===== config.mk =====
export PLATFORM = sky130hd
export DESIGN_NAME = matrix_fetch_unit_flat
export DESIGN_NICKNAME = d
export VERILOG_FILES = /design/src/rtl/matrix_fetch_unit_if.sv /design/src/rtl/matrix_fetch_unit.sv /design/src/flat_wrapper.sv
export SDC_FILE = /design/constraint.sdc
export NUM_CORES = 2
export LEC_CHECK = 0
export CAP_MARGIN = 15
export CORE_MARGIN = 2
export CORE_UTILIZATION = 40
export DETAILED_ROUTE_END_ITERATION = 8
export PLACE_DENSITY = 0.67
export REMOVE_ABC_BUFFERS = 1
export SYNTH_ARGS = -nofsm -noshare
export SYNTH_HDL_FRONTEND = slang
export SYNTH_SLANG_ARGS = --single-unit

===== constraint.sdc =====
create_clock -name clk -period 12.7 [get_ports clk]
set_input_delay 3.175 -clock clk [delete_from_list [all_inputs] [get_ports clk]]
set_output_delay 3.175 -clock clk [all_outputs]
set_load 0.005 [all_outputs]

===== src/rtl/matrix_fetch_unit_if.sv =====
// rtl/matrix_fetch_unit_if.sv - read request/response and preload bus of the matrix fetch unit
// master = matrix-multiplier controller side, slave = fetch unit side.
interface matrix_fetch_unit_if #(
  parameter int DATA_WIDTH = 32,
  parameter int ADDR_WIDTH = 4
);
  logic                  read_en;
  logic [ADDR_WIDTH-1:0] rom_address;
  logic [ADDR_WIDTH-1:0] ram_address;
  logic                  init_we;
  logic                  init_sel;
  logic [ADDR_WIDTH-1:0] init_addr;
  logic [DATA_WIDTH-1:0] init_data;
  logic [DATA_WIDTH-1:0] a_data;
  logic [DATA_WIDTH-1:0] b_data;
  logic                  data_valid;

  modport master (
    output read_en, rom_address, ram_address,
    output init_we, init_sel, init_addr, init_data,
    input  a_data, b_data, data_valid
  );

  modport slave (
    input  read_en, rom_address, ram_address,
    input  init_we, init_sel, init_addr, init_data,
    output a_data, b_data, data_valid
  );
endinterface


===== src/rtl/matrix_fetch_unit.sv =====
// rtl/matrix_fetch_unit.sv - serves A/B element reads from two local memories and packs them into an operand bank
// Optional macro FETCH_ERR_EN enables the sticky fetch_err protocol error flag.
module matrix_fetch_unit #(
  parameter int DATA_WIDTH = 32,
  parameter int ADDR_WIDTH = 4,
  parameter int MAT_DIM    = 4
) (
  input  logic                                  clk,
  input  logic                                  reset,
  input  logic                                  enable,
  matrix_fetch_unit_if.slave                    bus,
  input  logic                                  consume,
  output logic [$clog2(MAT_DIM*MAT_DIM):0]      elem_count,
  output logic                                  bank_full,
  output logic [MAT_DIM*MAT_DIM*DATA_WIDTH-1:0] a_bank,
  output logic [MAT_DIM*MAT_DIM*DATA_WIDTH-1:0] b_bank,
  output logic                                  fetch_err
);
  localparam int TOTAL = MAT_DIM * MAT_DIM;
  localparam int CW    = $clog2(TOTAL) + 1;
  localparam int DEPTH = 1 << ADDR_WIDTH;

  typedef enum logic [1:0] {
    IDLE = 2'd0,
    FILL = 2'd1,
    FULL = 2'd2
  } state_t;

  state_t state;

  logic [DATA_WIDTH-1:0] rom_mem [0:DEPTH-1];
  logic [DATA_WIDTH-1:0] ram_mem [0:DEPTH-1];

  // The element arriving this cycle completes the bank; a request now would overflow it.
  logic last_return;
  assign last_return = bus.data_valid && (elem_count == CW'(TOTAL - 1));

  always_ff @(posedge clk) begin
    if (!reset && enable && bus.init_we) begin
      if (bus.init_sel) ram_mem[bus.init_addr] <= bus.init_data;
      else              rom_mem[bus.init_addr] <= bus.init_data;
    end
  end

  always_ff @(posedge clk) begin
    if (reset) begin
      state          <= IDLE;
      bus.a_data     <= '0;
      bus.b_data     <= '0;
      bus.data_valid <= 1'b0;
      elem_count     <= '0;
      bank_full      <= 1'b0;
      a_bank         <= '0;
      b_bank         <= '0;
    end else if (enable) begin
      bus.data_valid <= 1'b0;
      case (state)
        IDLE: begin
          if (bus.read_en) begin
            bus.a_data     <= rom_mem[bus.rom_address];
            bus.b_data     <= ram_mem[bus.ram_address];
            bus.data_valid <= 1'b1;
            state          <= FILL;
          end
        end
        FILL: begin
          if (bus.data_valid) begin
            for (int i = 0; i < TOTAL; i++) begin
              if (elem_count == CW'(i)) begin
                a_bank[i*DATA_WIDTH +: DATA_WIDTH] <= bus.a_data;
                b_bank[i*DATA_WIDTH +: DATA_WIDTH] <= bus.b_data;
              end
            end
            elem_count <= elem_count + 1'b1;
            if (last_return) begin
              state     <= FULL;
              bank_full <= 1'b1;
            end
          end
          if (bus.read_en && !last_return) begin
            bus.a_data     <= rom_mem[bus.rom_address];
            bus.b_data     <= ram_mem[bus.ram_address];
            bus.data_valid <= 1'b1;
          end
        end
        FULL: begin
          if (consume) begin
            state      <= IDLE;
            bank_full  <= 1'b0;
            elem_count <= '0;
          end
        end
        default: state <= IDLE;
      endcase
    end
  end

`ifdef FETCH_ERR_EN
  always_ff @(posedge clk) begin
    if (reset) begin
      fetch_err <= 1'b0;
    end else if (enable) begin
      if ((state == FULL && bus.read_en) || (state != FULL && consume))
        fetch_err <= 1'b1;
    end
  end
`else
  assign fetch_err = 1'b0;
`endif
endmodule


===== src/flat_wrapper.sv =====
// flat-port wrapper written by rule: the top's interface ports become plain ports
module matrix_fetch_unit_flat 
#(
  parameter int DATA_WIDTH = 32,
  parameter int ADDR_WIDTH = 4,
  parameter int MAT_DIM    = 4
)
  (clk, reset, enable, consume, elem_count, bank_full, a_bank, b_bank, fetch_err, bus_read_en, bus_rom_address, bus_ram_address, bus_init_we, bus_init_sel, bus_init_addr, bus_init_data, bus_a_data, bus_b_data, bus_data_valid);
  matrix_fetch_unit_if #(.DATA_WIDTH(DATA_WIDTH), .ADDR_WIDTH(ADDR_WIDTH)) bus_i ();
  input  logic clk;
  input  logic reset;
  input  logic enable;
  input  logic consume;
  output logic [$clog2(MAT_DIM*MAT_DIM):0] elem_count;
  output logic bank_full;
  output logic [MAT_DIM*MAT_DIM*DATA_WIDTH-1:0] a_bank;
  output logic [MAT_DIM*MAT_DIM*DATA_WIDTH-1:0] b_bank;
  output logic fetch_err;
  input wire logic [$bits(bus_i.read_en)-1:0] bus_read_en;
  input wire logic [$bits(bus_i.rom_address)-1:0] bus_rom_address;
  input wire logic [$bits(bus_i.ram_address)-1:0] bus_ram_address;
  input wire logic [$bits(bus_i.init_we)-1:0] bus_init_we;
  input wire logic [$bits(bus_i.init_sel)-1:0] bus_init_sel;
  input wire logic [$bits(bus_i.init_addr)-1:0] bus_init_addr;
  input wire logic [$bits(bus_i.init_data)-1:0] bus_init_data;
  output wire logic [$bits(bus_i.a_data)-1:0] bus_a_data;
  output wire logic [$bits(bus_i.b_data)-1:0] bus_b_data;
  output wire logic [$bits(bus_i.data_valid)-1:0] bus_data_valid;
  assign bus_i.read_en = bus_read_en;
  assign bus_i.rom_address = bus_rom_address;
  assign bus_i.ram_address = bus_ram_address;
  assign bus_i.init_we = bus_init_we;
  assign bus_i.init_sel = bus_init_sel;
  assign bus_i.init_addr = bus_init_addr;
  assign bus_i.init_data = bus_init_data;
  assign bus_a_data = bus_i.a_data;
  assign bus_b_data = bus_i.b_data;
  assign bus_data_valid = bus_i.data_valid;
  matrix_fetch_unit #(.DATA_WIDTH(DATA_WIDTH), .ADDR_WIDTH(ADDR_WIDTH), .MAT_DIM(MAT_DIM)) u_core (.clk(clk), .reset(reset), .enable(enable), .bus(bus_i), .consume(consume), .elem_count(elem_count), .bank_full(bank_full), .a_bank(a_bank), .b_bank(b_bank), .fetch_err(fetch_err));
endmodule

==> qor.csv <==
stage;metric;value;unit
status;status;finished, final reports clean;
floorplan;Die X;441.9;um
timing;Worst-Margin Slew;1.254;ns
pwr;power density over the cells;142.0;mW/mm^2
grt;initial antenna violation count;28;
grt;first-pass GRT wire length;390.0;mm
clock_network;Max clock buf depth;3;
placed_design;Place WS;5.453;ns
clock_network;postcts setup bufs;0;
timing;final hold violation count;0;
timing;Fin Hold WS;0.4515;ns
setup_path;CP max FO;47;
cells_and_area;Non-Filler Instances;10080;
cells_and_area;FF+latch area;0.05272;sq mm
floorplan;Core Region;0.1904;sq mm
timing;final setup violation count;0;
route;drt first pass iters;9;
synth;Mapped Cells;6402;
floorplan;overall die area;0.1953;sq mm
clock_network;Resize count post-CTS;0;
setup_path;Worst R2R Setup Slack;8.74;ns
floorplan;top-level I/O count;1147;
setup_path;CP Launch Type;input pin;
clock_network;hold_buf cts;0;
setup_path;CP max-delay cell;nor3_4;
timing;Final Max Tran Viols;0;
floorplan;Die H;441.9;um
timing;Tmin final;6.515;ns
cells_and_area;final core occ;0.5157;
synth;sequential cell area fraction in the yosys report;0.6871;
cells_and_area;share of layout cells above drive strength 1;0.1185;
route;1st-iter DRT viols;6433;
setup_path;crit end category;flop;
timing;Worst slew margin;0.1641;
setup_path;Worst Path Arrival;7.27;ns
route;final WL;279.8;mm
timing;FMAX;153.5;MHz
timing;clk_skew;0.05720;ns
placed_design;GP Congestion;0.8610;
route;DRC;0;
clock_network;clock sinks;2121;
grt;largest net degree at the start of global routing;194;
timing;Final Cycle Share;0.5130;
timing;setup repair after global routing missed its margin;no;
grt;GR Overflow Total;0;
run;Max-Cap Viols;0;
setup_path;Critical Path Max Stage Delay;1.06;ns
clock_network;H-tree levels;4;
synth;Avg Cell Area, Syn;11.98;sq um
cells_and_area;Layout area overhead;27.97;%
route;Vias;55670;
cells_and_area;Layout Nets;7439;
route;Routed WL per cell;27.76;um
floorplan;Starting Density;0.4030;
timing;slack of the critical path;6.185;ns
clock_network;Clock transition at path regs;0.06;ns
setup_path;Setup CP Type;in2reg;
pwr;Lkg Pwr;0.03126;uW
clock_network;Skew-Pair Late Insertion Delay;0.87;ns
pwr;VDD IR max;152.8;uV
floorplan;row cnt;160;
clock_network;clock root buffer master;clkbuf_16;
min_path;worst min-delay path class;reg2reg;
cells_and_area;fillcell total;16050;
grt;GRT Overall Usage;0.2766;
placed_design;IO buf count;1145;
synth;Synth Warn #;0;
clock_network;TritonCTS buffer count;207;
clock_network;CTS tree;done;
placed_design;Detailed Place HPWL;175.9;mm
synth;synthesized cell area;0.07672;sq mm
cells_and_area;multi-input logic area;0.02227;sq mm
synth;number of distinct library cells after synthesis;39;
setup_path;Cell Chain, Critical Path;clkdlybuf4s50_1 -> nand4bb_1 -> nor3_4 -> buf_4 -> nand2_1 -> a21oi_1;
route;ANT nets after route;0;
synth;Yosys reg bits;2121;
timing;Final TNS setup;0;ns
placed_design;Inst Count DP;9667;
grt;vias in the first global route;52450;
route;drt via density;5.524;
setup_path;WP data required;13.45;ns
[cells by family after synthesis]
kind of cell             Yosys count  synth area share
buffers and inverters            554           0.02928
multiplexers                     385           0.09303
AND/OR/NAND/NOR                 2234            0.1134
adder cells (fa/ha/maj)            5         0.0008155
other                              1        0.00004888
AO/OA/AOI/OAI                   1100           0.07608
XOR/XNOR                           2         0.0002284
flip-flops                      2121            0.6871
[registers in the layout, summed over array words and instances, names as in the netlist, 2 cells and up]
register,count
u_core.elem_count,5
u_core.a_bank,512
u_core.state,2
u_core.b_bank,512
u_core.ram_mem,512
u_core.bus.b_data,32
u_core.rom_mem,512
u_core.bus.a_data,32
[power by group]
group          internal (uW)  total, uW  switching (uW)
clock                   3440       6170            2720
combinational            184        541             358
sequential              7190       7230            46.7
[critical path, delay by kind of cell]
| kind | cells | cell delay (ns) |
|---|---|---|
| AND/OR/NAND/NOR | 3 | 2.06 |
| AO/OA/AOI/OAI | 1 | 0.20 |
| buffers and inverters | 2 | 1.66 |
[path summary, 6_finish.rpt]
kind | startpoint | end | cells past startpoint
worst max-delay path | enable | u_core.b_bank[183]$_SDFFE_PP0P_ | 6
worst min-delay path | u_core.a_bank[232]$_SDFFE_PP0P_ | u_core.a_bank[232]$_SDFFE_PP0P_ | 2
worst max register to register | u_core.elem_count[3]$_SDFFE_PP0P_ | u_core.bus.a_data[4]$_SDFFE_PP0P_ | 6
worst min register to register | u_core.a_bank[232]$_SDFFE_PP0P_ | u_core.a_bank[232]$_SDFFE_PP0P_ | 2
[stage by stage]
stage                     total power [uW]  area [sq um]
after global placement                7893         90810
after global routing                 14290         98160
after floorplan                       7527         74490
after CTS                            13990         97730
final                                13940         98180
after detailed placement              7904         90830
[area by class of cell]
| class | count | area share |
|---|---|---|
| antenna | 6 | 0.0001529 |
| clock buffer | 311 | 0.06117 |
| clock inverter | 77 | 0.009087 |
| inverter | 5 | 0.0001912 |
| multi-input combinational | 3727 | 0.2268 |
| sequential | 2121 | 0.5370 |
| tap | 2511 | 0.03200 |
| timing repair buffer | 1321 | 0.1336 |
[metal layers]
metal / track usage / up-vias / wire length, um
met4: 0.1600 / 28 / 17170
li1: - / 24210 / -
met3: 0.06255 / 681 / 26330
met1: 0.3518 / 27600 / 106400
met5: 0 / - / 179
met2: 0.4350 / 3159 / 129700
[cells in the mapped netlist (all sizes together)]
cell | number | area share
a211oi | 1 | 0.000098
a21oi | 1030 | 0.067
a221o | 64 | 0.0084
a31o | 1 | 0.00011
and3 | 2 | 0.00016
and3b | 7 | 0.00080
and4b | 1 | 0.00013
buf | 140 | 0.0090
clkbuf | 409 | 0.020
clkinv | 1 | 0.000049
conb | 1 | 0.000049
dfxtp | 1097 | 0.29
edfxtp | 1024 | 0.40
ha | 5 | 0.00082
inv | 4 | 0.00020
mux2 | 64 | 0.0094
mux2i | 65 | 0.0085
mux4 | 256 | 0.075
nand2 | 2056 | 0.10
nand2b | 5 | 0.00041
nand3 | 15 | 0.00098
nand3b | 10 | 0.00098
nand4b | 3 | 0.00034
nand4bb | 2 | 0.00029
nor2 | 99 | 0.0048
nor2b | 2 | 0.00016
nor3 | 23 | 0.0028
nor3b | 1 | 0.000098
nor4bb | 3 | 0.00039
o211ai | 2 | 0.00020
o21ai | 2 | 0.00013
or3 | 4 | 0.00033
or3b | 1 | 0.00011
xnor2 | 2 | 0.00023
[cells in the final DEF, fill, tap and decap left out, drive strengths merged]
cell type	instances
nand2	2056
clkdlybuf4s50	1138
dfxtp	1097
a21oi	1030
edfxtp	1024
clkbuf	314
mux4	256
buf	180
nor2	99
mux2i	65
mux2	64
a221o	64
clkinv	61
nor3	23
nand3	15
inv	11
nand3b	10
and3b	7
bufinv	7
diode	6
nand2b	5
ha	5
or3	4
nand4b	3
clkinvlp	3
nor4bb	3
and3	2
nand4bb	2
nor2b	2
o211ai	2
xnor2	2
o21ai	2
and4b	1
nor3b	1
or3b	1
a31o	1
a211oi	1
conb	1
Note: power is estimated with default switching activity, not from simulation.
